===== src/rtl/toom3_gf2_scheduler.sv =====
// rtl/toom3_gf2_scheduler.sv - three-limb GF(2) multiplier scheduler
// Nine limb products share one bit-serial W x W carry-less multiplier and accumulate into c.
module toom3_gf2_scheduler #(
  parameter int N = 384
) (
  input  logic           clk,
  input  logic           rst,
  input  logic           start,
  input  logic           abort,
  input  logic [N-1:0]   a,
  input  logic [N-1:0]   b,
  output logic           busy,
  output logic           done,
  output logic [3:0]     prod_idx,
  output logic [2*N-1:0] c
);
  localparam int W  = N / 3;
  localparam int KW = (W > 1) ? $clog2(W) : 1;
  localparam logic [KW-1:0] K_LAST = KW'(W - 1);

  typedef enum logic [1:0] {IDLE, MUL, ACC, DONE} state_t;

  state_t         state_q;
  logic [N-1:0]   a_q, b_q;
  logic [2*W-1:0] p_q, p_d;
  logic [2*N-1:0] c_q, c_d;
  logic [KW-1:0]  k_q;
  logic [3:0]     idx_q;
  logic           busy_q, done_q;

  logic [W-1:0]   a_limb, b_limb;
  logic [2*W-1:0] b_ext;
  logic [2*N-1:0] p_ext;

  // Limb pairing for each partial-product index.
  always_comb begin
    a_limb = a_q[W-1:0];
    b_limb = b_q[W-1:0];
    case (idx_q)
      4'd0: begin a_limb = a_q[W-1:0];     b_limb = b_q[W-1:0];     end
      4'd1: begin a_limb = a_q[W-1:0];     b_limb = b_q[2*W-1:W];   end
      4'd2: begin a_limb = a_q[2*W-1:W];   b_limb = b_q[W-1:0];     end
      4'd3: begin a_limb = a_q[W-1:0];     b_limb = b_q[3*W-1:2*W]; end
      4'd4: begin a_limb = a_q[2*W-1:W];   b_limb = b_q[2*W-1:W];   end
      4'd5: begin a_limb = a_q[3*W-1:2*W]; b_limb = b_q[W-1:0];     end
      4'd6: begin a_limb = a_q[2*W-1:W];   b_limb = b_q[3*W-1:2*W]; end
      4'd7: begin a_limb = a_q[3*W-1:2*W]; b_limb = b_q[2*W-1:W];   end
      default: begin a_limb = a_q[3*W-1:2*W]; b_limb = b_q[3*W-1:2*W]; end
    endcase
  end

  always_comb begin
    b_ext = {{W{1'b0}}, b_limb};
    p_d   = a_limb[k_q] ? (p_q ^ (b_ext << k_q)) : p_q;
    p_ext = {{(2*N-2*W){1'b0}}, p_q};
    case (idx_q)
      4'd0:             c_d = c_q ^ p_ext;
      4'd1, 4'd2:       c_d = c_q ^ (p_ext << W);
      4'd3, 4'd4, 4'd5: c_d = c_q ^ (p_ext << (2*W));
      4'd6, 4'd7:       c_d = c_q ^ (p_ext << (3*W));
      default:          c_d = c_q ^ (p_ext << (4*W));
    endcase
  end

  always_ff @(posedge clk or negedge rst) begin
    if (!rst) begin
      state_q <= IDLE;
      a_q     <= '0;
      b_q     <= '0;
      p_q     <= '0;
      c_q     <= '0;
      k_q     <= '0;
      idx_q   <= '0;
      busy_q  <= 1'b0;
      done_q  <= 1'b0;
    end else begin
      done_q <= 1'b0;
      if (abort && (state_q == MUL || state_q == ACC)) begin
        state_q <= IDLE;
        c_q     <= '0;
        p_q     <= '0;
        k_q     <= '0;
        idx_q   <= '0;
        busy_q  <= 1'b0;
      end else begin
        case (state_q)
          IDLE: begin
            if (start) begin
              a_q     <= a;
              b_q     <= b;
              c_q     <= '0;
              p_q     <= '0;
              k_q     <= '0;
              idx_q   <= '0;
              busy_q  <= 1'b1;
              state_q <= MUL;
            end
          end
          MUL: begin
            p_q <= p_d;
            k_q <= k_q + KW'(1);
            if (k_q == K_LAST) state_q <= ACC;
          end
          ACC: begin
            c_q <= c_d;
            p_q <= '0;
            k_q <= '0;
            if (idx_q != 4'd8) begin
              idx_q   <= idx_q + 4'd1;
              state_q <= MUL;
            end else begin
              idx_q   <= '0;
              busy_q  <= 1'b0;
              state_q <= DONE;
            end
          end
          DONE: begin
            done_q  <= 1'b1;
            state_q <= IDLE;
          end
          default: state_q <= IDLE;
        endcase
      end
    end
  end

  assign busy     = busy_q;
  assign done     = done_q;
  assign prod_idx = idx_q;
  assign c        = c_q;

endmodule

===== config.mk =====
export PLATFORM = sky130hd
export DESIGN_NAME = toom3_gf2_scheduler
export DESIGN_NICKNAME = d
export VERILOG_FILES = /design/src/rtl/toom3_gf2_scheduler.sv
export SDC_FILE = /design/constraint.sdc
export NUM_CORES = 2
export LEC_CHECK = 0
export ABC_AREA = 1
export BUFFER_PORTS_ARGS = -buffer_cell sky130_fd_sc_hd__clkbuf_2
export CORE_AREA = 2 2 594 596
export DETAILED_ROUTE_END_ITERATION = 8
export DIE_AREA = 0 0 596 598
export PLACE_DENSITY = 0.55
export SLEW_MARGIN = 40
export SYNTH_ARGS = -nofsm -noshare
export SYNTH_HDL_FRONTEND = slang
export SYNTH_SLANG_ARGS = --single-unit
export TNS_END_PERCENT = 100

===== constraint.sdc =====
create_clock -name clk -period 6.2 [get_ports clk]
set_input_delay 0.31 -clock clk [delete_from_list [all_inputs] [get_ports clk]]
set_output_delay 0.31 -clock clk [all_outputs]
set_load 0.05 [all_outputs]

==> flow_summary.yaml <==
sta:
  fin_crit_sh_pct: 83.6
  setup_tns_ns: 0
  drv_slew: 0
  hold_violations: 0
  min_period_ns: 5.18
  fmaxAchievable_mhz: 193
  worst_clock_skew_ns: 0.127
  setup_viol: 0
  rsz0062_at_grt: "no"
  worstMarginPinSlew_ns: 1.02
  relSlewSlack_pct: 31.9
logic_synthesis:
  synth.most_common_cell: "nand2_1"
  yosysSeqAreaShare_pct: 43.5
  syn_inst: 13200
  ys_types: 43
  synth_top_area_share_pct: 43.5
  synth.net_count: 14000
  synth_top_cells_by_area: "dfrtp_1, nand2_1, nand3_1, mux2_2, o21ai_0"
  yosysTopAreaCell: "dfrtp_1"
  synth-async-reset-ratio_pct: 100
  netlist_area_mm2: 0.104
  avgSynthCellArea_um2: 7.88
  synthFlopType: "dfrtp_1"
  synth_edf_count: 0
  yosys_register_bits: 1806
  yosys-top-cells-count: "nand2_1, nand3_1, dfrtp_1"
  synth-warning-count: 0
layout:
  nets: 15600
  synthToLayoutAreaGrowth_pct: 26.0
  multi_input_area_mm2: 0.0510
  layout.area.seq_mm2: 0.0452
  drive_above_1_share_pct: 19.2
  num-fill-cells: 36200
routing:
  met2_length_um: 259000
  routed-wl-met3_um: 74100
  wl_per_cell_um: 31.0
  drt-met1-wl_um: 242000
  routed.top_layer: "met5"
  routed_wirelength_um: 610000
  num_vias: 109000
  vias_per_cell: 5.51
  drc: 0
  ant_nets: 0
  drt_pass1_iterations: 7
  drt_iter0_markers: 13800
power:
  power.total_uw: 71300
  powerDensity_mw_per_mm2: 545
  ir_worst_vdd_mv: 0.593
  leakage_uw: 0.0605
die:
  initial_core_util_pct: 29.6
  die_w_um: 596
  coreArea_mm2: 0.351
  dieArea_mm2: 0.356
  pin_count: 1546
  rows: 218
  die_h_um: 598
clock_tree:
  cts_sinks: 1806
  cts.path.max_buffers: 4
  cts_tree: "done"
  cts_root_buf: "clkbuf_16"
  cts_buffers: 220
  clk_latency_ns: 0.99
  htree_levels: 4
  clk_pin_slew_worst_paths_ns: 0.07
  cts_setup_buffers: 0
worst_setup_path:
  cp.required_ns: 7.02
  path_class: "reg -> reg"
  cp_max_fo: 139
  end_kind: "flip-flop"
  crit_arrival_ns: 6.00
  start_kind: "flip-flop"
  r2r_slack_ns: 1.02
  reg2reg_to: "p_q[17]"
  r2r_cells: 22
  timing.rr.start: "prod_idx[1]"
worst_hold_path:
  whs_endpoint: "b_q[58]"
  hold_path_depth: 3
  min_path_type: "in -> reg"
  min_from: "b[58]"
grt:
  grt_pass1_wl_um: 830000
  grt_max_degree: 188
  grt_overflow: 0
  antenna_found_initial: 132
  grt_pass1_vias: 99800
  grt_usage_pct: 33.0
status:
  status: "finished, final reports clean"
flow_run:
  drv_cap: 0
place:
  place_hpwl_um: 466000
  routabilityCongestion: 1.06
  numPortBuffers: 1545
[critical path, stage by stage, from the launching register on]
cell and delay [ns]:
dfrtp_1 0.43, inv_1 0.10, ha_1 0.23, o21ai_0 0.30
nand2_4 0.37, nor2_4 0.26, buf_12 0.40, nand2_1 0.12
nand4_1 0.10, nand3_1 0.10, nand2_1 0.10, nand2_1 0.10
nand2_1 0.18, nand3_1 0.09, nand2_1 0.10, nand2_1 0.05
nand2_1 0.12, nand2_1 0.06, nand3_2 0.33, nand2_8 0.39
buf_12 0.36, nand2_1 0.16, o21ai_0 0.10
[sequential cells by signal, summed over array words and instances, names as in the netlist]
register / count
a_q: 384
busy: 1
b_q: 384
p_q: 255
done: 1
k_q: 7
c: 768
state_q: 2
prod_idx: 4
[timing repair]
action	in CTS	in global routing
endpoints found under the hold margin	1204	0
gates resized for setup	0	0
hold buffers	774	0
[area by class of cell]
type	count	area share, %
tap	4620	4.42
clock inverter	64	0.626
inverter	961	2.82
multi-input combinational	9344	39.0
timing repair buffer	2489	13.5
clock buffer	326	4.92
sequential	1806	34.6
antenna	69	0.132
[through the flow]
stage | area, um^2 | hold slack [ns] | instances | setup WS (ns) | util [%]
floorplan | 104000 | 0.0144 | 13200 | 3.05 | -
global placement | 115000 | 0.305 | 18400 | 1.30 | 32.8
detailed placement | 115000 | 0.307 | 18400 | 1.25 | 32.9
CTS | 130000 | 0.0514 | 19600 | 1.20 | 37.2
global route | 131000 | 0.0978 | 19700 | 0.739 | 37.3
finish | 131000 | 0.112 | 19700 | 1.02 | 37.3
[worst max-delay path by stage]
stage | start | to | slack, ns | cells after the start
floorplan | prod_idx[0] | p_q[185] | 3.05 | 23
global placement | prod_idx[0] | p_q[16] | 1.30 | 19
detailed placement | prod_idx[0] | p_q[16] | 1.25 | 19
CTS | prod_idx[1] | p_q[241] | 1.20 | 22
global route | prod_idx[0] | p_q[19] | 0.74 | 22
finish | prod_idx[1] | p_q[17] | 1.02 | 22
[placed cells by master, fill, tap and decap left out, types with 134 or more instances in the layout]
cell,count
inv_1,941
nor3_1,134
o22ai_1,316
o21ai_1,205
xor2_1,263
nand4_1,163
nand3_1,1945
nand2_1,3017
nor2_1,482
clkbuf_2,1544
clkbuf_16,222
dfrtp_1,1798
dlygate4sd3_1,773
o21ai_0,759
mux2_2,768
a21oi_1,630
[power breakdown]
| group | internal [uW] | switching (uW) | leakage [uW] |
|---|---|---|---|
| Clock | 7660 | 5770 | 0.00355 |
| Combinational | 9950 | 29100 | 0.0336 |
| Sequential | 15500 | 3300 | 0.0234 |
[kinds of logic (layout without fill, tap and decap cells)]
logic type	after synthesis	count (layout)	share of synthesized area, %
compound gates	2322	2322	12.7
xor+xnor	384	384	3.24
fa+ha+maj	10	10	0.121
buf+inv	2021	3840	7.60
flops	1806	1806	43.5
mux	768	768	8.33
other cells	0	69	0
simple gates	5860	5860	24.4
[routing by layer]
metal	vias up	global-route usage, %
li1	47900	-
met1	53500	42.0
met2	5918	49.0
met3	1140	12.7
met4	56	15.6
met5	-	0
Power figures use the tool's default switching activity.
